<file path="src/rtl/mem_wb_stage.sv">
// MEM stage with a blocking single-outstanding memory handshake and the MEM/WB pipeline register.
// A memory op issues for one cycle, then waits for ack (or times out into a sticky error state).
module mem_wb_stage #(
    parameter int TIMEOUT = 16
) (
    input  logic        clk,
    input  logic        rst_n,
    input  logic        in_valid,
    input  logic        in_mem_read,
    input  logic        in_mem_write,
    input  logic        in_mem_to_reg,
    input  logic        in_reg_write,
    input  logic [15:0] in_alu_val,
    input  logic [15:0] in_store_data,
    input  logic [3:0]  in_dst_reg,
    output logic        mem_en,
    output logic        mem_wr,
    output logic [15:0] mem_addr,
    output logic [15:0] mem_wdata,
    input  logic [15:0] mem_rdata,
    input  logic        mem_ack,
    output logic        stall,
    output logic        wb_valid,
    output logic        wb_reg_write,
    output logic [3:0]  wb_dst_reg,
    output logic [15:0] wb_data,
    output logic        err
);

    typedef enum logic [1:0] {IDLE, WAIT, ERR} state_t;

    localparam logic [4:0] TIMEOUT_CNT = 5'(TIMEOUT);

    state_t      state_q, state_d;
    logic [4:0]  cnt_q, cnt_d;
    logic        wr_q;
    logic [15:0] addr_q, wdata_q;
    logic        issue;

    // Gating with rst_n keeps the combinational request outputs quiet while reset is held.
    assign issue = rst_n && (state_q == IDLE) && in_valid && (in_mem_read || in_mem_write);

    always_comb begin
        state_d = state_q;
        cnt_d   = cnt_q;
        stall   = 1'b0;
        case (state_q)
            IDLE: begin
                if (issue) begin
                    state_d = WAIT;
                    cnt_d   = 5'd0;
                    stall   = 1'b1;
                end
            end
            WAIT: begin
                stall = ~mem_ack;
                if (mem_ack) begin
                    state_d = IDLE;
                end else begin
                    cnt_d = cnt_q + 5'd1;
                    if (cnt_q + 5'd1 == TIMEOUT_CNT) begin
                        state_d = ERR;
                    end
                end
            end
            ERR: begin
                stall = 1'b1;
            end
            default: begin
                state_d = IDLE;
            end
        endcase
    end

    // Issued request is driven live in the issue cycle and held from the capture registers afterwards.
    assign mem_en    = issue;
    assign mem_wr    = issue ? in_mem_write  : wr_q;
    assign mem_addr  = issue ? in_alu_val    : addr_q;
    assign mem_wdata = issue ? in_store_data : wdata_q;
    assign err       = (state_q == ERR);

    always_ff @(posedge clk or negedge rst_n) begin
        if (!rst_n) begin
            state_q <= IDLE;
            cnt_q   <= 5'd0;
            wr_q    <= 1'b0;
            addr_q  <= 16'd0;
            wdata_q <= 16'd0;
        end else begin
            state_q <= state_d;
            cnt_q   <= cnt_d;
            if (issue) begin
                wr_q    <= in_mem_write;
                addr_q  <= in_alu_val;
                wdata_q <= in_store_data;
            end
        end
    end

    // MEM/WB register: a stalled edge inserts a bubble but keeps the last destination and data.
    always_ff @(posedge clk or negedge rst_n) begin
        if (!rst_n) begin
            wb_valid     <= 1'b0;
            wb_reg_write <= 1'b0;
            wb_dst_reg   <= 4'd0;
            wb_data      <= 16'd0;
        end else if (!stall) begin
            wb_valid     <= in_valid;
            wb_reg_write <= in_valid && in_reg_write && !in_mem_write;
            wb_dst_reg   <= in_dst_reg;
            wb_data      <= (in_mem_to_reg && in_mem_read) ? mem_rdata : in_alu_val;
        end else begin
            wb_valid     <= 1'b0;
            wb_reg_write <= 1'b0;
        end
    end

endmodule

</file>
<file path="config.mk">
export PLATFORM = sky130hd
export DESIGN_NAME = mem_wb_stage
export DESIGN_NICKNAME = d
export VERILOG_FILES = /design/src/rtl/mem_wb_stage.sv
export SDC_FILE = /design/constraint.sdc
export NUM_CORES = 1
export LEC_CHECK = 0
export CORE_ASPECT_RATIO = 1.75
export CORE_MARGIN = 5
export CORE_UTILIZATION = 37
export CTS_CLUSTER_DIAMETER = 120
export DETAILED_ROUTE_END_ITERATION = 12
export GPL_ROUTABILITY_DRIVEN = 0
export GPL_TIMING_DRIVEN = 0
export PLACE_DENSITY = 0.81
export SLEW_MARGIN = 20
export SYNTH_ARGS = -nofsm -noshare
export SYNTH_HDL_FRONTEND = slang
export SYNTH_SLANG_ARGS = --single-unit
export TNS_END_PERCENT = 50
</file>
<file path="constraint.sdc">
create_clock -name clk -period 1.6 [get_ports clk]
set_input_delay 0.24 -clock clk [delete_from_list [all_inputs] [get_ports clk]]
set_output_delay 0.24 -clock clk [all_outputs]
set_load 0.05 [all_outputs]
</file>
# Word-level counts from Yosys, hierarchy flattened
# Cells that the tools add are included.
word_totals:
  register_bits: 62
  latch_bits: 0
  ram_bits: 0
  mem_bits_ro: 0
  input_bits: 60
  word_cells: 45
  n_memories: 0
op_classes:
  addsub: 1
  n_mul: 0
  n_div: 0
  magnitude_cmp: 0
  n_eq_ne: 6
  shift: 0
  n_mux: 15
  bitwise: 2
  reduce_logical: 12
op_table:
  columns: ["operator", "n"]
  rows:
  - ["16-bit 2-to-1 mux", 3]
  - ["5-bit 2-to-1 mux", 2]
  - ["5-bit case mux with 2 select lines", 1]
  - ["1-bit logical AND", 6]
  - ["2-bit 2-to-1 mux", 3]
  - ["2-bit case mux with 3 select lines", 1]
  - ["3-bit AND reduction", 2]
  - ["5-bit by 1-bit adder with 5-bit output (second input constant)", 1]
  - ["5-bit == test (second input constant)", 1]
  - ["1-bit 2-to-1 mux", 4]
  - ["2-bit inequality test (second input constant)", 2]
  - ["3-bit inequality test (second input constant)", 1]
  - ["1-bit case mux with 3 select lines", 1]
  - ["2-bit by 1-bit == test with 1-bit output (second input constant)", 1]
  - ["2-bit == test (second input constant)", 1]
  - ["2-bit zero test", 1]
  - ["1-bit inverter", 2]
  - ["2-bit nonzero test", 1]
  - ["1-bit zero test", 1]
  - ["1-bit logical OR", 1]

# Longest topological paths before layout
# Gate-level depths: netlist of run 1.
logic_depth:
  ltp_word: 7
  mapped_depth: 6
  depth_no_buf: 4

# Worst setup path before layout of run 1
# No wires, ideal clock.
synth_timing:
  path_type: "flip-flop to output port"
  start: "register state_q[1]"
  end: "output port mem_addr[10]"
  t_arrival_ns: 1.616
  required_time_ns: 1.360
  slack_ns: -0.256
  path_stages_with_launch: 5
  path_cell_list: "dfrtp_1 nand4bb_4 nor2_4 buf_4 mux2_2"
synth_between:
  elab_chain_cells: 5
synth_rtl:
  columns: ["item", "line", "rtl"]
  rows:
  - ["start: declaration", "34", "state_t state_q, state_d;"]
  - ["start signal: assignment", "90", "state_q <= state_d;"]
  - ["2-bit zero test", "41", "assign issue = rst_n && (state_q == IDLE) && in_valid && (in_mem_read || in_mem_write);"]
  - ["1-bit logical AND (3 in a row)", "41", null]
  - ["named net mem_en", "16", "output logic mem_en,"]
  - ["16-bit 2-to-1 mux", null, null]
  - ["end: declaration", "18", "output logic [15:0] mem_addr,"]
# The timed path passes the listed nets, and every way through them passes these cells.

# Worst setup path in the final report of run 1
layout_timing:
  start: "register state_q[1]"
  end: "output port mem_wdata[9]"
layout_between:
  elab_chain_cells: 5
layout_rtl:
  columns: ["item", "line", "rtl"]
  rows:
  - ["2-bit zero test", "41", null]
  - ["1-bit logical AND (3 in a row)", "41", null]
  - ["16-bit 2-to-1 mux", null, null]
  - ["end: declaration", "19", "output logic [15:0] mem_wdata,"]
# No other way between the ends.

==> metrics.yaml, run 1 <==
logic_synthesis:
  syn_area_sq_mm: 0.002590
  synth_cells: 188
  syn_nets: 249
  netlist.area_leader.share_pct: 59.90
  synthTopCellsByArea: "dfrtp_1, mux2_2, mux2i_1"
  synth.avg_cell_area_sq_um: 13.78
  ys_warn_count: 0
  ys_seq_area_share_pct: 59.90
  ys_ff_latch: 62
  synth_top_area_cell: "dfrtp_1"
  ys_types: 28
die:
  die_h_um: 120.7
  design.core.area_sq_mm: 0.006857
  io_pins: 118
  rows: 40
  start_util_pct: 37.77
  die_w_um: 73.25
  die-area_sq_mm: 0.008839
sta:
  setup_violations: 40
  fin_crit_ns: 2.119
  fmax_mhz: 472.0
  slew_headroom_pct: 62.04
  rsz0062_at_grt: "yes"
  worst_pin_slew_ns: 0.5695
  report.final.slew_viol_count: 0
  skew_ns: 0.003470
  finalCritPeriodShare_pct: 132.4
  finalHoldViolCount: 0
  postLayoutSetupSlackWorst_ns: -0.5185
  tns_ns: -17.75
routing:
  wl_met2_um: 4391
  wl_per_cell_um: 18.39
  drtIter0Drc: 72
  wl_um: 7742
  firstDrtPassIters: 4
  wl_met1_um: 2612
  ant_nets: 0
  via_per_inst: 4.903
  vias: 2064
  top_layer_used: "met4"
  route.detailed.drc: 0
  route.met3.wl_um: 402
critical_path:
  cp_max_fo: 10
  cp_data_required_time_ns: 1.36
  worstSetupPathType: "register to output port"
  crit_path_start_kind: "register"
  cp.arrival_ns: 1.88
  end_kind: "output port"
status:
  violations: "setup timing"
  status: "finished with violations"
flow_run:
  max-cap-violations: 0
power_and_ir_drop:
  power.density_mw_per_mm2: 1499
  vdd_drop_max_v: 0.0007891
  p_leak_nw: 2.165
clock_network:
  cts_buffer_depth: 2
  cts.sinks: 62
  htree_levels: 3
  clk_latency_ns: 0.32
  clk_pin_slew_ns: 0.05
  cts_made_buffers: 9
  root_buffer: "clkbuf_16"
  cts_tree: "done"
layout:
  n_antenna_cell: 0
  multi_input_area_sq_mm: 0.001120
  seqCellArea_sq_mm: 0.001551
  fin_cells: 421
  reg_top3: "addr_q (16), wb_data (16), wdata_q (16)"
  final_cell_area_sq_mm: 0.004591
  drive_gt1_share_pct: 36.20
  area_delta_synth_final_pct: 77.25
  fin_util_pct: 66.95
  finish.net_count: 395
  fillers: 521
grt:
  grtUsageTotal_pct: 18.21
  grt_max_degree: 38
  grt_first_pass_wirelength_um: 11720
  grt_pass1_vias: 2259
  grt-ovfl-total: 0
  antenna_found_initial: 0
min_path:
  hp-class: "input port to async pin"
placement:
  dp.cells: 390
  dpl.hpwl_um: 5644
  place_area_sq_mm: 0.004005
  io_buffers: 117
[what timing repair did]
action,4_1_cts,5_1_grt
endpoints found under the hold margin,25,0
setup endpoints to repair,91,58
gates resized for setup,295,18
buffers inserted,12,2
hold buffers,3,0
pin swaps,2,2
gates cloned,0,0
[kinds of logic (layout without fill, tap and decap cells)]
group / Yosys count / after routing / synth area share [%]
compound gates: 25 / 25 / 5.846
flops: 62 / 62 / 59.90
fa+ha+maj: 1 / 1 / 0.4830
mux: 54 / 54 / 22.71
buf+inv: 10 / 159 / 2.609
xor+xnor: 2 / 2 / 0.6765
simple gates: 34 / 34 / 7.778
[cells in the final DEF, fill, tap and decap left out, types with 5 or more instances in the layout]
cell type / netlist / routed
clkdlybuf4s50_1: 0 / 58
buf_6: 2 / 36
dlygate4sd2_1: 0 / 22
nand2_1: 18 / 17
buf_4: 3 / 5
mux2i_1: 16 / 16
buf_12: 0 / 7
mux2_4: 0 / 36
dfrtp_1: 62 / 62
clkbuf_16: 0 / 9
o21ai_0: 19 / 17
buf_8: 0 / 9
[final timing paths]
kind                                 start            end  slack [ns]  depth (start not counted)
worst min-delay path                 rst_n     wdata_q[0]       0.001                          2
min in group clk                wb_data[9]     wb_data[9]        0.47                          2
worst max register to register  state_q[1]  wb_dst_reg[0]       -0.13                          6
worst min register to register  wb_data[9]     wb_data[9]        0.47                          2
worst max-delay path            state_q[1]   mem_wdata[9]       -0.52                          6
max in group asynchronous            rst_n    wb_data[10]        0.82                          4
[final cells by class]
class	count	share of cell area (%)
buffer	8	2.317
clock buffer	13	5.887
clock inverter	1	0.1090
inverter	2	0.1635
multi-input combinational	116	24.39
sequential	62	33.80
tap	84	2.289
timing repair buffer	135	31.04
[stage by stage]
stage          hold WS (ns)  power, W  setup slack, ns
6_report           0.001297  0.006881          -0.5185
5_1_grt             0.04962  0.007150          -0.6106
4_1_cts              0.4753  0.006883          -0.5285
3_5_place_dp         0.1747  0.004886           -1.328
3_3_place_gp         0.4630  0.004836           -3.451
2_1_floorplan      -0.05559  0.003901          -0.1046
[worst max-delay path, cell delays in order, from the launching register on]
cell       delay, ns
dfrtp_1         0.39
nand4bb_4       0.25
nor2_4          0.15
buf_12          0.14
buf_12          0.14
mux2_4          0.32
buf_6           0.16
[cells in the mapped netlist, drive strengths merged]
master and number:
a211o 1, a21bo 1, a21o 1, a22o 2, buf 7, clkbuf 1
dfrtp 62, ha 1, inv 2, mux2 38, mux2i 16, nand2 19
nand2b 1, nand3 3, nand4b 1, nand4bb 1, nor2 4, nor3b 3
nor4b 1, o211ai 1, o21ai 19, or3b 1, xnor2 2
[per-layer routing]
metal  up-vias  track usage (%)
met5         -                0
met4         0            11.09
met3        22            4.576
met2        69            32.74
met1      1017            17.90
li1        956                -
[power by group]
part | internal (W) | leakage (nW) | switching (W)
Clock | 0.00115 | 0.138 | 0.000618
Sequential | 0.00192 | 0.743 | 0.000145
Combinational | 0.00126 | 1.28 | 0.00179
(Power assumes the default switching activity.)
==> run 2: changes to the inputs <==
--- a/config.mk
+++ b/config.mk
@@ -13,6 +13,7 @@
 export GPL_ROUTABILITY_DRIVEN = 0
 export GPL_TIMING_DRIVEN = 0
 export PLACE_DENSITY = 0.81
+export SKIP_CTS_REPAIR_TIMING = 1
 export SLEW_MARGIN = 20
 export SYNTH_ARGS = -nofsm -noshare
 export SYNTH_HDL_FRONTEND = slang
==> run 2 against run 1 <==
  * The run still ends with setup timing left
  * Global-route usage decreased by 0.91 points
  * Register-to-register slack better by 0.05 ns
  * Final area up 0.33%
  * First-iteration DRC count up 1.4%
  * Fmax decreased by 0.56%
  * Combinational power about the same
  * Sequential share of layout area is 0.11 points lower
  * Non-clock buffer count is 6 lower
  * Worst setup slack worse by 0.012 ns
  * Sequential power hardly changed
  * Critical path type unchanged
  * Largest cell class is now non-clock buffers
  * Largest power group unchanged
  * Highest routed layer unchanged
==> metrics.yaml, run 2 (synthesized netlist as in run 1, its figures left out) <==
clock_network:
  clk_latency_ns: 0.32
  cts_buffer_depth: 2
  clk_pin_slew_ns: 0.05
  cts_tree: "done"
  cts.sinks: 62
  cts_made_buffers: 9
  root_buffer: "clkbuf_16"
  htree_levels: 3
sta:
  worst_pin_slew_ns: 0.5601
  fin_crit_ns: 2.130
  finalCritPeriodShare_pct: 133.2
  report.final.slew_viol_count: 0
  setup_violations: 40
  rsz0062_at_grt: "yes"
  slew_headroom_pct: 62.60
  whs_ns: 0.4698
  postLayoutSetupSlackWorst_ns: -0.5305
  finalHoldViolCount: 0
  fmax_mhz: 469.4
  skew_ns: 0.004541
critical_path:
  end_kind: "output port"
  crit_family: "buffers and inverters"
  worst-path-buf-inv: 3
  r2r-start: "state_q[1]"
  cp-startpoint: "state_q[0]"
  crit_path_start_kind: "register"
  crit_chain: "nand4bb_4 -> nor2_4 -> buf_12 -> buf_12 -> mux2_4 -> buf_6"
  slowest_delay_ns: 0.39
  worstSetupPathType: "register to output port"
  cp_data_required_time_ns: 1.36
  crit_top_cell: "buf_12"
  crit_slowest_cell: "dfrtp_1"
  cp.arrival_ns: 1.89
  cp_max_fo: 10
routing:
  ant_nets: 0
  wl_per_cell_um: 18.65
  drtIter0Drc: 73
  firstDrtPassIters: 4
  route.detailed.drc: 0
  wl_um: 7739
  via_per_inst: 4.904
  vias: 2035
layout:
  fin_cells: 415
  layout_commonest_cell: "dfrtp_1"
  layout_common_cells: "dfrtp_1, clkdlybuf4s50_1, buf_6"
  fillers: 512
  seqCellArea_sq_mm: 0.001551
  n_antenna_cell: 0
  multi_input_area_sq_mm: 0.001091
  fin_util_pct: 67.17
  area_delta_synth_final_pct: 77.83
  drive_gt1_share_pct: 34.14
  finish.net_count: 389
  reg_top3: "addr_q (16), wb_data (16), wdata_q (16)"
  final_cell_area_sq_mm: 0.004606
die:
  die_h_um: 120.7
  rows: 40
  design.core.area_sq_mm: 0.006857
  die-area_sq_mm: 0.008839
  io_pins: 118
  start_util_pct: 37.77
  die_w_um: 73.25
power_and_ir_drop:
  power.density_mw_per_mm2: 1492
  p_leak_nw: 2.312
  vdd_drop_max_v: 0.0008254
  total_power_w: 0.006874
placement:
  dpl.hpwl_um: 5644
  place_area_sq_mm: 0.004005
  dp.cells: 390
  io_buffers: 117
grt:
  grtUsageTotal_pct: 17.30
  grt_first_pass_wirelength_um: 11140
  grt-ovfl-total: 0
  antenna_found_initial: 0
  grt_pass1_vias: 2175
  grt_max_degree: 39
flow_run:
  max-cap-violations: 0
min_path:
  hp-class: "register to register"
  hold_start: "wb_data[1]"
status:
  violations: "setup timing"
  status: "finished with violations"
-- run 2: per-layer routing --
metal  vias up  GRT usage [%]  wire length (um)
li1        943              -                 -
met1      1004          16.96              2685
met2        69          30.66              4397
met3        19          4.742               360
met4         0          10.97               295
met5         -              0                 0
-- run 2: layout make-up --
class / instances / area share (%)
inverters: 2 / 0.1630
clock buffers: 13 / 5.868
plain buffers: 8 / 2.119
repair buffers: 129 / 32.08
flip-flops and latches: 62 / 33.69
clock inverters: 1 / 0.1087
multi-input cells: 116 / 23.69
well taps: 84 / 2.282
-- run 2: path summary, 6_finish.rpt --
path,to,slack (ns),depth (start not counted)
worst max-delay path,mem_wdata[9],-0.53,6
worst min-delay path,wb_data[1],0.47,2
worst max register to register,wb_dst_reg[0],-0.08,5
worst min register to register,wb_data[1],0.47,2
max in group asynchronous,wb_data[10],0.80,4
min in group asynchronous,wdata_q[15],0.53,4
-- run 2: worst register-to-register path, cell delays in order, from the launching register on --
cell	delay, ns
dfrtp_1	0.41
or3b_4	0.45
o211ai_2	0.11
buf_6	0.13
buf_6	0.13
mux2_2	0.34
-- run 2: power by group --
part | total, W | leakage, nW | internal [W] | switching, W
Combinational | 0.00305 | 1.43 | 0.00127 | 0.00178
Sequential | 0.00206 | 0.743 | 0.00192 | 0.000146
Clock | 0.00176 | 0.138 | 0.00115 | 0.000612
Total | 0.00687 | 2.31 | 0.00434 | 0.00254
-- run 2: through the flow --
stage	setup TNS [ns]	worst slack, ns
3_3_place_gp	-382.70	-3.451
2_1_floorplan	-3.361	-0.1046
5_1_grt	-20.43	-0.5956
3_5_place_dp	-65.37	-1.328
4_1_cts	-49.85	-1.313
6_report	-17.84	-0.5305
==> run 3: changes to the inputs <==
--- a/config.mk
+++ b/config.mk
@@ -9,10 +9,12 @@
 export CORE_MARGIN = 5
 export CORE_UTILIZATION = 37
 export CTS_CLUSTER_DIAMETER = 120
+export CTS_CLUSTER_SIZE = 28
 export DETAILED_ROUTE_END_ITERATION = 12
 export GPL_ROUTABILITY_DRIVEN = 0
 export GPL_TIMING_DRIVEN = 0
 export PLACE_DENSITY = 0.81
+export REMOVE_ABC_BUFFERS = 1
 export SKIP_CTS_REPAIR_TIMING = 1
 export SLEW_MARGIN = 20
 export SYNTH_ARGS = -nofsm -noshare
==> run 3 against run 2 <==
  * The flow finishes with violations (hold timing, setup timing)
  * Utilization down 2.6 points
  * Worst setup slack worse by 0.0093 ns
  * Clock skew up 0.0043 ns
  * Via count up 0.93%
  * Largest cell class is now sequential cells
==> metrics.yaml, run 3 (synthesized netlist as in run 1, its figures left out) <==
clock_network:
  cts_buffer_depth: 2
  cts.sinks: 62
  clk_pin_slew_ns: 0.05
  cts_made_buffers: 9
  clk_latency_ns: 0.32
  root_buffer: "clkbuf_16"
  cts_tree: "done"
  htree_levels: 3
grt:
  grt_first_pass_wirelength_um: 10670
  grt_pass1_vias: 2124
  grt-ovfl-total: 0
  grt_max_degree: 43
  grtUsageTotal_pct: 16.24
  antenna_found_initial: 0
sta:
  finalHoldViolCount: 41
  slew_headroom_pct: 32.59
  setup_violations: 52
  fin_crit_ns: 2.140
  skew_ns: 0.008844
  rsz0062_at_grt: "yes"
  fmax_mhz: 467.3
  postLayoutSetupSlackWorst_ns: -0.5398
  worst_pin_slew_ns: 1.008
  finalCritPeriodShare_pct: 133.7
  report.final.slew_viol_count: 0
  whs_ns: -0.1380
die:
  design.core.area_sq_mm: 0.006857
  die_h_um: 120.7
  io_pins: 118
  die-area_sq_mm: 0.008839
  die_w_um: 73.25
  rows: 40
  start_util_pct: 37.77
placement:
  dpl.hpwl_um: 5062
  dp.cells: 383
  io_buffers: 117
power_and_ir_drop:
  p_clk_share_pct: 27.8
  combPwrFrac_pct: 41.8
  vdd_drop_max_v: 0.0009964
  p_int_w: 0.004286
  p_leak_nw: 2.191
  total_power_w: 0.006779
  power.density_mw_per_mm2: 1531
  switching_share_pct: 36.78
  p_switching_w: 0.002493
  pwr-share-seq_pct: 30.3
critical_path:
  r2r-start: "state_q[0]"
  cp_data_required_time_ns: 1.36
  r2r_cells: 6
  cp_max_fo: 14
  worstSetupPathType: "register to output port"
  cp-startpoint: "state_q[0]"
  end_kind: "output port"
  r2r_end: "wb_dst_reg[3]"
  cp-endpoint: "mem_addr[8]"
  cp.arrival_ns: 1.90
  crit_path_start_kind: "register"
  reg2reg_slack_ns: -0.25
routing:
  route.detailed.drc: 0
  wl_per_cell_um: 18.24
  via_per_inst: 4.973
  ant_nets: 0
  firstDrtPassIters: 4
  wl_um: 7533
  drtIter0Drc: 97
  vias: 2054
flow_run:
  max-cap-violations: 0
min_path:
  hp-class: "input port to async pin"
layout:
  reg_top3: "addr_q (16), wb_data (16), wdata_q (16)"
  fin_cells: 413
  layout_common_cells: "dfrtp_1, clkdlybuf4s50_1, mux2_2, buf_6, dlymetal6s2s_1"
  drive_gt1_share_pct: 34.04
  area_delta_synth_final_pct: 70.92
  layout_commonest_cell: "dfrtp_1"
  finish.net_count: 387
  n_antenna_cell: 0
status:
  status: "finished with violations"
  violations: "hold timing, setup timing"
run 3: cell types whose count changed in the layout (fill, tap and decap cells not counted), sizes merged:
cell         previous run  this run
nor2                    4         5
clkbuf                 15        14
clkinv                  1         0
dlygate4sd3             2         1
buf                    53        52
bufinv                  0         1
run 3: layout make-up:
class                      instances  area [sq um]
sequential                        62          1551
tap                               84         105.1
timing repair buffer             134          1445
fill                             531          2430
clock buffer                      13         260.3
inverter                           2         7.507
clock inverter                     1         30.03
multi-input combinational        117          1027
run 3: how the worst min path moves through the flow:
| stage | start | end |
|---|---|---|
| after CTS | rst_n | wb_data[1] |
| final | rst_n | addr_q[1] |
| after detailed placement | rst_n | wb_data[1] |
| after global placement | wb_data[13] | wb_data[13] |
| after floorplan | rst_n | addr_q[0] |
| after global routing | rst_n | addr_q[1] |
run 3: metal layers:
layer	track usage (%)	vias to the layer above	share of wire (%)
met5	0	-	0
met4	9.469	0	2.7
met3	4.659	18	6.9
met2	28.25	85	57
met1	16.68	1012	34
li1	-	939	-
run 3: per-stage QoR:
step / setup WS [ns] / util (%) / setup TNS, ns / hold WS (ns) / area [sq um]
global placement: -4.014 / 55.51 / -427.51 / 0.4629 / 3806
CTS: -1.782 / 60.53 / -87.83 / -0.1898 / 4150
global route: -0.6455 / 64.56 / -23.32 / -0.1269 / 4427
floorplan: -0.7339 / - / -52.44 / -0.05559 / 2530
detailed placement: -1.773 / 56.30 / -103.72 / 0.1592 / 3860
finish: -0.5398 / 64.56 / -18.34 / -0.1380 / 4427
run 3: critical path, cell delays in order, from the launching register on:
cell and delay, ns:
dfrtp_1 0.39, nand4bb_4 0.29, nor2_4 0.16, buf_12 0.16
mux2_2 0.36, buf_2 0.22
run 3: power by group through the flow:
stage | clock network, W | registers, W | logic [W]
after detailed placement | 0 | 0.00208 | 0.00266
after CTS | 0.00195 | 0.00206 | 0.00267
after floorplan | 0 | 0.00234 | 0.00139
final | 0.00189 | 0.00206 | 0.00284
after global placement | 0 | 0.00206 | 0.00260
after global routing | 0.00201 | 0.00210 | 0.00296
